--- src/rtl/cart_mem_arbiter.sv ---
// Shares the cartridge memory bus between the Game Boy and a host port; the
// host only gets the bus after a guard window of Game Boy inactivity.
module cart_mem_arbiter #(
    parameter int unsigned STROBE_CYC = 3,
    parameter int unsigned GUARD_CYC  = 4
) (
    input  logic        clk_i,
    input  logic        rst_i,
    input  logic        gb_rst_i,
    input  logic        rom_cs_i,
    input  logic        ram_cs_i,
    input  logic        host_req_i,
    input  logic        host_we_i,
    input  logic [22:0] host_a_i,
    input  logic [7:0]  host_wd_i,
    input  logic [7:0]  mem_di_i,
    output logic        bus_gb_o,
    output logic [22:0] mem_a_o,
    output logic [7:0]  mem_do_o,
    output logic        mem_doe_o,
    output logic        mem_cs_n_o,
    output logic        mem_oe_n_o,
    output logic        mem_we_n_o,
    output logic        host_ack_o,
    output logic [7:0]  host_rd_o,
    output logic        host_abort_o
);

    typedef enum logic [2:0] {
        S_IDLE,
        S_GUARD,
        S_SETUP,
        S_STROBE,
        S_HOLD,
        S_DONE
    } state_t;

    localparam logic [3:0] GUARD_L     = 4'(GUARD_CYC);
    localparam logic [3:0] STRB_LAST_L = 4'(STROBE_CYC - 1);
    // Synchronizer reset levels, ordered {gb_rst, rom_cs, ram_cs}: GB in reset, chips deselected.
    localparam logic [2:0] SYNC_INIT   = 3'b011;

    logic [2:0]  sync1_q, sync2_q;
    logic        gb_act;

    state_t      state_q, state_d;
    logic [3:0]  idle_cnt_q, idle_cnt_d;
    logic [3:0]  strb_cnt_q, strb_cnt_d;
    logic        abort_q, abort_d;
    logic        we_q;
    logic [22:0] mem_a_q;
    logic [7:0]  mem_do_q;
    logic [7:0]  host_rd_q;
    logic        load_req;
    logic        capture_rd;
    logic        in_access;
    logic        in_strobe;

    always_ff @(posedge clk_i) begin
        if (rst_i) begin
            sync1_q <= SYNC_INIT;
            sync2_q <= SYNC_INIT;
        end else begin
            sync1_q <= {gb_rst_i, rom_cs_i, ram_cs_i};
            sync2_q <= sync1_q;
        end
    end

    assign gb_act = sync2_q[2] & (~sync2_q[1] | ~sync2_q[0]);

    always_ff @(posedge clk_i) begin
        if (rst_i) begin
            state_q    <= S_IDLE;
            idle_cnt_q <= 4'd0;
            strb_cnt_q <= 4'd0;
            abort_q    <= 1'b0;
            we_q       <= 1'b0;
            mem_a_q    <= 23'd0;
            mem_do_q   <= 8'd0;
            host_rd_q  <= 8'd0;
        end else begin
            state_q    <= state_d;
            idle_cnt_q <= idle_cnt_d;
            strb_cnt_q <= strb_cnt_d;
            abort_q    <= abort_d;
            if (load_req) begin
                mem_a_q <= host_a_i;
                we_q    <= host_we_i;
                if (host_we_i) begin
                    mem_do_q <= host_wd_i;
                end
            end
            if (capture_rd) begin
                host_rd_q <= mem_di_i;
            end
        end
    end

    always_comb begin
        state_d    = state_q;
        strb_cnt_d = strb_cnt_q;
        abort_d    = 1'b0;
        load_req   = 1'b0;
        capture_rd = 1'b0;

        // The guard window restarts with each new request so a long-idle
        // bus cannot shortcut it; any GB activity also restarts it.
        if (gb_act || (state_q == S_IDLE && host_req_i)) begin
            idle_cnt_d = 4'd0;
        end else if (idle_cnt_q != GUARD_L) begin
            idle_cnt_d = idle_cnt_q + 4'd1;
        end else begin
            idle_cnt_d = idle_cnt_q;
        end

        case (state_q)
            S_IDLE: begin
                if (host_req_i) begin
                    state_d = S_GUARD;
                end
            end
            S_GUARD: begin
                if (idle_cnt_q == GUARD_L && !gb_act) begin
                    state_d  = S_SETUP;
                    load_req = 1'b1;
                end
            end
            S_SETUP: begin
                strb_cnt_d = 4'd0;
                if (gb_act) begin
                    state_d = S_GUARD;
                    abort_d = 1'b1;
                end else begin
                    state_d = S_STROBE;
                end
            end
            S_STROBE: begin
                if (!we_q && strb_cnt_q == STRB_LAST_L) begin
                    capture_rd = 1'b1;
                end
                if (gb_act) begin
                    state_d = S_GUARD;
                    abort_d = 1'b1;
                end else if (strb_cnt_q == STRB_LAST_L) begin
                    state_d = S_HOLD;
                end else begin
                    strb_cnt_d = strb_cnt_q + 4'd1;
                end
            end
            S_HOLD: begin
                if (gb_act) begin
                    state_d = S_GUARD;
                    abort_d = 1'b1;
                end else begin
                    state_d = S_DONE;
                end
            end
            S_DONE: begin
                state_d = S_IDLE;
            end
            default: begin
                state_d = S_IDLE;
            end
        endcase
    end

    // Strobes decode straight from the registered state, so a preemption or
    // reset releases the bus on the very next cycle.
    assign in_access = (state_q == S_SETUP) || (state_q == S_STROBE) || (state_q == S_HOLD);
    assign in_strobe = (state_q == S_STROBE);

    assign bus_gb_o     = ~in_access;
    assign mem_cs_n_o   = ~in_access;
    assign mem_oe_n_o   = ~(in_strobe & ~we_q);
    assign mem_we_n_o   = ~(in_strobe & we_q);
    assign mem_doe_o    = in_access & we_q;
    assign mem_a_o      = mem_a_q;
    assign mem_do_o     = mem_do_q;
    assign host_ack_o   = (state_q == S_DONE);
    assign host_rd_o    = host_rd_q;
    assign host_abort_o = abort_q;

endmodule
--- config.mk ---
export PLATFORM = sky130hd
export DESIGN_NAME = cart_mem_arbiter
export DESIGN_NICKNAME = d
export VERILOG_FILES = /design/src/rtl/cart_mem_arbiter.sv
export SDC_FILE = /design/constraint.sdc
export NUM_CORES = 1
export LEC_CHECK = 0
export CAP_MARGIN = 0
export CORE_AREA = 2 2 79 81
export DETAILED_ROUTE_END_ITERATION = 10
export DIE_AREA = 0 0 81 83
export GPL_TIMING_DRIVEN = 1
export PLACE_DENSITY = 0.79
export SLEW_MARGIN = 10
export SYNTH_ARGS = -nofsm -noshare
export SYNTH_HDL_FRONTEND = slang
export SYNTH_SLANG_ARGS = --single-unit
--- constraint.sdc ---
create_clock -name clk_i -period 2 [get_ports clk_i]
set_clock_uncertainty 0.1 [all_clocks]
set_input_delay 0.3 -clock clk_i [delete_from_list [all_inputs] [get_ports clk_i]]
set_output_delay 0.3 -clock clk_i [all_outputs]
set_load 0.05 [all_outputs]
Yosys cells after proc, flatten, opt, wreduce, memory -nomap -nowiden
Index checks and enable logic that the tools add are counted.
{"block": "totals", "regBits": 58, "in_bits": 46, "elab_cells": 68}
{"block": "op_classes", "add_sub_neg": 2, "eq_ne": 13, "muxes": 15, "bitwise": 12, "n_reduce_logical": 16}
{"operator": "2-to-1 mux 3 bit", "count": 5}
{"operator": "case mux 3 bit (5 select lines)", "count": 1}
{"operator": "adder 4 x 1 -> 4 bit (second input constant)", "count": 2}
{"operator": "2-to-1 mux 4 bit", "count": 2}
{"operator": "inequality test 2 bit (second input constant)", "count": 4}
{"operator": "case mux 4 bit (2 select lines)", "count": 1}
{"operator": "NOT 1 bit", "count": 7}
{"operator": "equality test 3 x 2 -> 1 bit (second input constant)", "count": 2}
{"operator": "equality test 3 bit (second input constant)", "count": 2}
{"operator": "AND reduction 3 bit", "count": 2}
{"operator": "2-to-1 mux 1 bit", "count": 5}
{"operator": "AND 1 bit", "count": 4}
{"operator": "equality test 4 x 2 -> 1 bit (second input constant)", "count": 1}
{"operator": "equality test 4 x 3 -> 1 bit (second input constant)", "count": 1}
{"operator": "inequality test 4 x 3 -> 1 bit (second input constant)", "count": 1}
{"operator": "OR reduction 2 bit", "count": 2}
{"operator": "equality test 3 x 1 -> 1 bit (second input constant)", "count": 1}
{"operator": "logical AND 1 bit", "count": 3}
{"operator": "zero test 3 bit", "count": 1}
{"operator": "logical OR 1 bit", "count": 3}
{"operator": "inequality test 3 x 2 -> 1 bit (second input constant)", "count": 1}
{"operator": "OR reduction 3 bit", "count": 1}
{"operator": "zero test 1 bit", "count": 2}
{"operator": "2-to-1 mux 2 bit", "count": 1}
{"operator": "3 further kinds", "count": 3}

Longest topological paths before layout
Gate-level depths: netlist of the first run.
{"block": "logic_depth", "word_depth": 8, "depth_mapped": 6, "ltp_nobuf": 5}

Least setup slack after synthesis of the first run
Ideal clock, no wire load.
{"block": "synth_timing", "kind": "register -> output", "start": "register state_q[2]", "end": "output port mem_doe_o", "t_arrival_ns": 1.980, "required_ns": 1.600, "slack_ns": -0.380, "stages_incl_launch_ff": 5, "path_buffers": 1, "path_cell_list": "dfxtp_1 buf_2 nor2b_1 a21oi_1 nor2b_1"}
{"block": "synth_between", "elab_chain_len": 4}
{"item": "from (decl)", "line_no": "46", "source": "state_t state_q, state_d;"}
{"item": "from (signal assigned)", "line_no": "82", "source": "state_q <= state_d;"}
{"item": "equality test 3 x 2 -> 1 bit", "line_no": "169", "source": "assign in_access = (state_q == S_SETUP) || (state_q == S_STROBE) || (state_q == S_HOLD);"}
{"item": "logical OR 1 bit", "line_no": "169"}
{"item": "logical OR 1 bit *", "line_no": "169"}
{"item": "AND 1 bit *", "line_no": "176", "source": "assign mem_doe_o = in_access & we_q;"}
{"item": "to (decl)", "line_no": "20", "source": "output logic mem_doe_o,"}
Every way passes the cells marked *; elsewhere a longest branch is shown, timed or not.

Worst setup path after layout of the first run
{"block": "layout_timing", "start": "register state_q[1]", "end": "output port mem_doe_o"}
Same word-level chain as after synthesis.

==> results of run 1 <==
-- final cells by class --
| class | count | area [um2] | share of cell area |
|---|---|---|---|
| clock buffers | 11 | 141 | 0.0374 |
| clock inverters | 5 | 77.6 | 0.0205 |
| flip-flops and latches | 58 | 1160 | 0.307 |
| inverters | 7 | 26.3 | 0.00695 |
| multi-input cells | 190 | 1230 | 0.326 |
| well taps | 75 | 93.8 | 0.0248 |
| repair buffers | 100 | 1050 | 0.277 |
-- sequential cells by signal (all words and copies together), names as in the netlist, 3 cells and up --
name and flops:
host_rd_o 8, mem_a_o 23, strb_cnt_q 4, state_q 3
sync2_q 3, mem_do_o 8, idle_cnt_q 4, sync1_q 3
-- critical path, delay by kind of cell (launching register included) --
kind / cells / cell delay, ns
compound gates: 1 / 0.16
simple gates: 2 / 0.52
buf+inv: 1 / 0.15
flops: 1 / 0.37
-- synth_stat cells --
cell type  count
buf_1          1
a32oi_1        1
or3b_2         1
nand2b_1       3
buf_2          5
o311a_1        1
buf_6          3
mux2i_1       34
o211ai_1       3
a21boi_2       1
a21o_1         1
o21ai_0        9
a31oi_1        4
a2111oi_0      1
nor3b_1        1
or4_1          1
nor4bb_1       2
a311o_1        1
nand4bb_4      1
dfxtp_1       58
or2_2          4
nand4_1        3
nor2b_1        6
buf_4          1
o2bb2ai_1      1
ha_1           4
nor4_4         1
nand3b_1       1
nand2_1       69
a21bo_2        1
and4bb_2       1
clkbuf_1       9
xnor2_1        2
a21oi_1       11
nor3_1         3
nor4_1         1
inv_1          6
nand3_1       11
nor2_1         6
inv_2          1
-- cell families after synthesis --
group,count (synthesis),share of synthesized area
XOR/XNOR,2,0.00703
AO/OA/AOI/OAI,35,0.0894
adder cells (fa/ha/maj),4,0.0201
buffers and inverters,26,0.0522
AND/OR/NAND/NOR,115,0.229
flip-flops,58,0.466
multiplexers,34,0.137
-- final timing paths --
path,from,end,slack [ns],cells after the start
worst max register to register,strb_cnt_q[0],state_q[1],0.28,5
worst min register to register,sync1_q[1],sync2_q[1],0.32,1
worst min-delay path,sync1_q[1],sync2_q[1],0.32,1
worst max-delay path,state_q[1],mem_doe_o,0.08,4
-- power groups by stage --
stage	logic (uW)	clock network [uW]	registers [uW]
after floorplan	90.0	0	1210
after global placement	212	0	1210
after detailed placement	216	0	1210
after CTS	219	1200	1180
after global routing	236	1260	1180
final	217	1170	1180
-- per-layer routing --
metal,vias to the layer above,global-route usage
met3,9,0.0837
met5,-,0
met2,81,0.306
li1,1115,-
met4,0,0.0693
met1,1009,0.202
-- metrics by stage --
stage,utilization,instance area [um2],instances,hold slack (ns)
CTS,0.650,3780,446,0.315
detailed placement,0.610,3550,430,0.300
finish,0.650,3780,446,0.317
global route,0.650,3780,446,0.326
global placement,0.610,3550,430,0.292
floorplan,-,2500,274,0.289
-- what timing repair did --
action                                  CTS  global route
endpoints found under the setup margin    2             3
gates resized for setup                   3             2
setup buffers                             0             0
hold endpoints to repair                  0             0
==> impl_results.md, run 1 <==
* Least-Margin Pin Slew at 0.581 ns
* Arr. time, crit path at 1.52 ns
* # H-tree levels at 3
* TritonCTS Buffers at 9
* GRT Residual Overflow at 0
* Clk pin slew, worst setup/hold paths at 0.06 ns
* Vias at 2,214
* DIE AREA at 6720 um2
* Syn Area/Cell at 9.10 um2
* Critical path class: reg -> out
* Leak Pwr at 0.00133 uW
* NetSw at 541 uW
* WL met3 at 597 um
* Die height at 83 um
* Ant diodes at 0
* Relative slew margins at 0.610
* Mapped Cells at 274
* Critical Path RT at 1.60 ns
* Ranking of synthesized cells by area: dfxtp_1 (47%), mux2i_1 (14%), nand2_1 (10%), a21oi_1 (2.2%), nand3_1 (2.2%)
* CP Capture Type: output pin
* Detailed Routing Iterations Pass 1 at 4
* HP Class: reg -> reg
* Vias/cell at 4.96
* CP Max Fanout at 10
* Sequential Power Share at 0.460
* Met2 WL at 2740 um
* Top layer used by detailed routing: met4
* Port bufs at 91
* Cell Area, Synth at 2490 um2
* Die Wd at 81 um
* Synth unique cells at 40
* Clock network power share at 0.455
* F_max at 521 MHz
* Minimum clock period at 1.92 ns
* Most common cell after layout, fill and taps aside: clkdlybuf4s50_1
* Count of final hold-check violations at 0
* Clock Latency Late Sink at 0.32 ns
* Vias in the first global route at 2,208
* Setup-failing EPs final at 0
* RSZ-0062 raised after global routing: no
* Dominant cell type by area after synthesis: dfxtp_1
* Int Pwr at 2030 uW
* Setup TNS at 0 ns
* Power, Total at 2570 uW
* Post-route setup slack at 0.0809 ns
* Layout area overhead at 51.8%
* Post-CTS Hold Buffers at 0
* Share of the clock period used by the worst path after layout at 0.960
* Delay of the slowest critical-path stage at 0.37 ns
* Total Wirelength at 5900 um
* GRT Util Overall at 0.184
* Post-DP HPWL at 4160 um
* First-pass GRT wire length at 9830 um
* Max Root-Sink Buffers at 2
* Core ar. at 5820 um2
* Max_cap viols at 0
* Routability-driven placement congestion ratio at 0.802
* Crit-path slowest cell: dfxtp_2
* Drc violations at 0
* Initial antenna violation count at 0
* Yosys warns at 0
* Clock root cell: clkbuf_8
* Yosys top cell area share at 0.466
* Starting DRT DRC Count at 65
* Clock Sink Count at 58
* Setup WS pre-CTS at 0.300 ns
* Net count, final at 416
* Layout fillers at 499
* Slew Limit Fails at 0
* DR WL/cell at 13.2 um
* Power share of the combinational group at 0.085
* Outcome: complete, no violations
* Register area share after synthesis at 0.466
* Switching Share at 0.211
* Max VDD drop at 0.522 mV
* Syn_nets at 324
* CTS tree: built
* Share of layout cells above drive strength 1 at 0.137
* Setup crit start kind: register
* Pwr dens at 679 nW/um2
* FP Rows at 28
* Initial Util at 0.429
* Metal-1 WL at 2470 um
* Post-DRT Antenna Nets at 0
* I/O pin count at 92
* Largest net degree at the start of global routing at 66
* Commonest non-fill, non-tap cells in the layout: clkdlybuf4s50_1 (83), nand2_1 (69), dfxtp_1 (57)
* Flops & latches, synth at 58
* Critical path, cell by cell: nor2_1 > a21oi_4 > nor2b_2 > buf_12
Note: power is estimated with default switching activity, not from simulation.
==> inputs of run 2 (changes only) <==
CTS_BUF_LIST = sky130_fd_sc_hd__clkbuf_8   (was unset)
SLEW_MARGIN = 20   (was 10)
==> run 2 against run 1 <==
Utilization unchanged. Via count about the same. First-iteration DRC count stayed put. Clock-buffer cell count down 1. Total power shrank 0.19%. Die area stayed put. Sequential share of layout area stayed put. Fmax about the same.
==> impl_results.md, run 2 (synthesized netlist as in run 1, its figures left out) <==
* Outcome: complete, no violations (unchanged)
* DR WL/cell at 13.2 um (about the same)
* Fin area at 3780 um2 (unchanged)
* Crit path max-delay family: simple AND/OR/NAND/NOR gates (unchanged)
* GRT Util Overall at 0.184 (unchanged)
* Initial antenna violation count at 0 (unchanged)
* Net count, final at 416 (unchanged)
* Detailed Routing Iterations Pass 1 at 4 (unchanged)
* Critical path, cell by cell: nor2_1 > a21oi_4 > nor2b_2 > buf_12 (unchanged)
* Largest net degree at the start of global routing at 66 (unchanged)
* Max VDD drop at 0.522 mV (about the same)
* CP Capture Type: output pin (unchanged)
* Final non-filler cell total at 446 (unchanged)
* Share of layout cells above drive strength 1 at 0.137 (unchanged)
* Relative slew margins at 0.610 (unchanged)
* Slew Limit Fails at 0 (unchanged)
* Core ar. at 5820 um2 (unchanged)
* Count of final hold-check violations at 0 (unchanged)
* Drc violations at 0 (unchanged)
* CP Max Fanout at 10 (unchanged)
* FP Rows at 28 (unchanged)
* WP buf/inv at 1 (unchanged)
* Critical path class: reg -> out (unchanged)
* TritonCTS Buffers at 9 (unchanged)
* Post-DRT Antenna Nets at 0 (unchanged)
* Leak Pwr at 0.00134 uW (was 0.00133 uW)
* Clock Latency Late Sink at 0.32 ns (about the same)
* Pwr dens at 677 nW/um2 (was 679 nW/um2)
* Ant diodes at 0 (unchanged)
* Max Root-Sink Buffers at 2 (unchanged)
* Vias in the first global route at 2,208 (unchanged)
* Initial Util at 0.429 (unchanged)
* RSZ-0062 raised after global routing: no (unchanged)
* Critical Path RT at 1.60 ns (about the same)
* I/O pin count at 92 (unchanged)
* Worst hold stages at 1 (unchanged)
* Total Wirelength at 5900 um (about the same)
* Commonest non-fill, non-tap cells in the layout: clkdlybuf4s50_1 (83), nand2_1 (69), dfxtp_1 (57) (unchanged)
* Routability-driven placement congestion ratio at 0.802 (unchanged)
* Crit-path slowest cell: dfxtp_2 (unchanged)
* Least-Margin Pin Slew at 0.581 ns (unchanged)
* Most common cell after layout, fill and taps aside: clkdlybuf4s50_1 (unchanged)
* DIE AREA at 6720 um2 (unchanged)
* Die height at 83 um (unchanged)
* Placed Area at 3550 um2 (unchanged)
* F_max at 521 MHz (about the same)
* Max FFs per register at 23 (unchanged)
* Post-DP HPWL at 4160 um (unchanged)
* Layout area overhead at 51.8% (unchanged)
* Placed insts at 430 (unchanged)
* Clock Sink Count at 58 (unchanged)
* Reg2Reg Depth at 5 (unchanged)
* # H-tree levels at 3 (unchanged)
* Vias at 2,215 (was 2,214)
* Clk pin slew, worst setup/hold paths at 0.06 ns (about the same)
* Vias/cell at 4.97 (was 4.96)
* Delay of the slowest critical-path stage at 0.37 ns (about the same)
* Max_cap viols at 0 (unchanged)
* Minimum clock period at 1.92 ns (about the same)
* Share of the clock period used by the worst path after layout at 0.960 (about the same)
* Die Wd at 81 um (unchanged)
* Clock root cell: clkbuf_8 (unchanged)
* Setup crit start kind: register (unchanged)
* GRT Residual Overflow at 0 (unchanged)
* Worst path depth at 4 (unchanged)
* Starting DRT DRC Count at 65 (unchanged)
* Power, Total at 2560 uW (was 2570 uW)
* Arr. time, crit path at 1.52 ns (about the same)
* Port bufs at 91 (unchanged)
* Setup repair bufs after CTS at 0 (unchanged)
* First-pass GRT wire length at 9830 um (unchanged)
* HP Class: reg -> reg (unchanged)
* Setup-failing EPs final at 0 (unchanged)
* CTS tree: built (unchanged)
* Setup TNS at 0 ns (unchanged)
[run 2: cell count changes in the layout (fill, tap and decap cells not counted), sizes merged]
cell	change
clkbuf	-1
inv	+1
[run 2: final timing paths]
check / start / end / slack [ns]
max: state_q[1] / mem_doe_o / 0.08
min: sync1_q[1] / sync2_q[1] / 0.32
max reg2reg: strb_cnt_q[0] / state_q[1] / 0.28
min reg2reg: sync1_q[1] / sync2_q[1] / 0.32
[run 2: where the power goes]
part	switching, uW	internal [uW]	leakage [uW]
combinational	92.7	125	0.000754
clock	437	726	0.000113
sequential	11.2	1170	0.000470
total	541	2020	0.00134
[run 2: worst register-to-register path: stages (launching register included)]
cell       delay [ns]
dfxtp_1          0.42
inv_1            0.08
ha_1             0.21
or3b_2           0.33
o21ai_0          0.10
a2111oi_0        0.36
[run 2: cell type report]
cell class	instances	area, um2
well taps	75	93.8
clock buffers	10	138
clock inverters	6	81.3
flip-flops and latches	58	1160
multi-input cells	190	1230
inverters	7	26.3
repair buffers	100	1050
fillers	499	2030
[run 2: through the flow]
step	hold slack (ns)	setup slack [ns]	utilization
floorplan	0.289	0.121	-
CTS	0.315	0.0158	0.650
detailed placement	0.300	0.300	0.610
global route	0.326	0.000116	0.650
finish	0.317	0.0809	0.650
global placement	0.292	0.321	0.610
[run 2: routing by layer]
metal,vias up,wire [um],GRT usage
met2,81,2740,0.306
met5,-,0,0
li1,1115,-,-
met3,9,597,0.0837
met1,1010,2470,0.202
met4,0,91,0.0693
[run 2: repair_timing]
item / CTS / global route
gates cloned: 0 / 0
setup endpoints to repair: 2 / 3
gates resized for setup: 3 / 2
hold buffers: 0 / 0
==> inputs of run 3 (changes only) <==
PLACE_DENSITY = 0.8   (was 0.79)
==> run 3 against run 2 <==
Final area increased by 0.30%. Total power up 0.53%. Register-to-register slack barely moved. Non-clock buffer count grew 1. Final cell count rose by 0.22%. Hold slack worse by 0.0050 ns. Worst setup slack improved by 0.024 ns. Die area did not move. Sequential power about the same. First-iteration DRC count increased by 31%. Largest cell class unchanged. Largest power group unchanged.
==> impl_results.md, run 3 (synthesized netlist as in run 1, its figures left out) <==
* CP Max Fanout at 2 (was 10)
* Detailed Routing Iterations Pass 1 at 4 (unchanged)
* GRT Util Overall at 0.183 (was 0.184)
* Int Pwr at 2020 uW (about the same)
* Area of the multi-input gates at 1250 um2 (was 1230 um2)
* Pwr dens at 679 nW/um2 (was 677 nW/um2)
* Switching Share at 0.216 (was 0.211)
* Minimum clock period at 1.90 ns (was 1.92 ns)
* Critical path class: reg -> out (unchanged)
* Starting DRT DRC Count at 85 (was 65)
* Initial antenna violation count at 0 (unchanged)
* Slew Limit Fails at 0 (unchanged)
* Commonest non-fill, non-tap cells in the layout: clkdlybuf4s50_1 (85), nand2_1 (69), dfxtp_1 (57) (was clkdlybuf4s50_1 (83), nand2_1 (69), dfxtp_1 (57))
* Drc violations at 0 (unchanged)
* Vias at 2,194 (was 2,215)
* # H-tree levels at 3 (unchanged)
* DIE AREA at 6720 um2 (unchanged)
* CTS tree: built (unchanged)
* Arr. time, crit path at 1.50 ns (was 1.52 ns)
* Clock Sink Count at 58 (unchanged)
* HP Class: reg -> reg (unchanged)
* Post-DP HPWL at 4050 um (was 4160 um)
* Leak Pwr at 0.00133 uW (was 0.00134 uW)
* WP buf/inv at 1 (unchanged)
* Die height at 83 um (unchanged)
* Max VDD drop at 0.443 mV (was 0.522 mV)
* TritonCTS Buffers at 9 (unchanged)
* Max Root-Sink Buffers at 2 (unchanged)
* Max_cap viols at 0 (unchanged)
* Net count, final at 417 (was 416)
* Critical Path RT at 1.60 ns (about the same)
* Count of final hold-check violations at 0 (unchanged)
* F_max at 528 MHz (was 521 MHz)
* Outcome: complete, no violations (unchanged)
* I/O pin count at 92 (unchanged)
* Relative slew margins at 0.602 (was 0.610)
* Share of layout cells above drive strength 1 at 0.137 (about the same)
* Clock Latency Late Sink at 0.33 ns (was 0.32 ns)
* Max FFs per register at 23 (unchanged)
* CP Capture Type: output pin (unchanged)
* Sequential Power Share at 0.459 (was 0.461)
* Core ar. at 5820 um2 (unchanged)
* Critical path, cell by cell: clkdlybuf4s50_1 (was nor2_1 > a21oi_4 > nor2b_2 > buf_12)
* Register area at 1160 um2 (unchanged)
* Setup crit start kind: register (unchanged)
* Post-DRT Antenna Nets at 0 (unchanged)
* Clock root cell: clkbuf_8 (unchanged)
* Die Wd at 81 um (unchanged)
* Port bufs at 91 (unchanged)
* Ant diodes at 0 (unchanged)
* Least-Margin Pin Slew at 0.597 ns (was 0.581 ns)
* Layout fillers at 510 (was 499)
* Most common cell after layout, fill and taps aside: clkdlybuf4s50_1 (unchanged)
* Fin area at 3790 um2 (was 3780 um2)
* Power share of the combinational group at 0.083 (was 0.085)
* Layout area overhead at 52.2% (was 51.8%)
* RSZ-0062 raised after global routing: no (unchanged)
* GRT Residual Overflow at 0 (unchanged)
* Setup TNS at 0 ns (unchanged)
* Vias in the first global route at 2,102 (was 2,208)
* Total Wirelength at 5850 um (was 5900 um)
* Clk pin slew, worst setup/hold paths at 0.07 ns (was 0.06 ns)
* Largest net degree at the start of global routing at 66 (unchanged)
* NetSw at 557 uW (was 541 uW)
* Placed Area at 3550 um2 (unchanged)
* Delay of the slowest critical-path stage at 0.83 ns (was 0.37 ns)
* DR WL/cell at 13.1 um (was 13.2 um)
* Crit path max-delay family: buffers and inverters (was simple AND/OR/NAND/NOR gates)
* Routability-driven placement congestion ratio at 0.766 (was 0.802)
* Vias/cell at 4.91 (was 4.97)
* Share of the clock period used by the worst path after layout at 0.948 (was 0.960)
* Post-CTS Hold Buffers at 0 (unchanged)
* Initial Util at 0.429 (unchanged)
* First-pass GRT wire length at 9630 um (was 9830 um)
* Setup-failing EPs final at 0 (unchanged)
* Clock network power share at 0.458 (was 0.454)
* Crit-path slowest cell: clkdlybuf4s50_1 (was dfxtp_2)
* FP Rows at 28 (unchanged)
run 3: power by group through the flow:
| stage | sequential [uW] | combinational (uW) | clock [uW] |
|---|---|---|---|
| final | 1180 | 214 | 1180 |
| after global routing | 1180 | 233 | 1260 |
| after CTS | 1180 | 215 | 1210 |
| after detailed placement | 1210 | 212 | 0 |
| after global placement | 1210 | 209 | 0 |
| after floorplan | 1210 | 90.0 | 0 |
run 3: final cells by class:
class                           count  share of cell area
Clock buffer                       10              0.0363
Clock inverter                      6              0.0214
Inverter                            7             0.00693
Multi-Input combinational cell    190               0.328
Sequential cell                    58               0.306
Tap cell                           75              0.0247
Timing Repair Buffer              101               0.276
run 3: metal layers:
layer | global-route usage | up-vias | routed length [um]
met5 | 0 | - | 0
met4 | 0.0786 | 0 | 80
met3 | 0.0783 | 10 | 524
met2 | 0.295 | 72 | 2760
met1 | 0.210 | 994 | 2480
li1 | - | 1118 | -
run 3: path summary, 6_finish.rpt:
check	start	end	slack, ns	cells past startpoint
worst min register to register	sync1_q[0]	sync2_q[0]	0.31	1
worst max register to register	strb_cnt_q[0]	state_q[1]	0.27	5
worst min-delay path	sync1_q[0]	sync2_q[0]	0.31	1
worst max-delay path	mem_do_o[7]	mem_do_o[7]	0.10	1
run 3: timing repair:
| action | 4_1_cts | 5_1_grt |
|---|---|---|
| resized for setup | 4 | 3 |
| pin swaps | 0 | 0 |
| endpoints found under the hold margin | 0 | 0 |
| setup buffers | 0 | 0 |
| setup endpoints to repair | 2 | 2 |
run 3: metrics by stage:
stage / util / setup WS, ns / instances / hold WS [ns] / power, uW
final: 0.652 / 0.105 / 447 / 0.312 / 2580
after global routing: 0.652 / 0.0316 / 447 / 0.332 / 2680
after CTS: 0.651 / 0.00433 / 447 / 0.317 / 2600
after detailed placement: 0.610 / 0.223 / 431 / 0.299 / 1420
after global placement: 0.610 / 0.305 / 431 / 0.293 / 1420
after floorplan: - / 0.121 / 274 / 0.289 / 1300
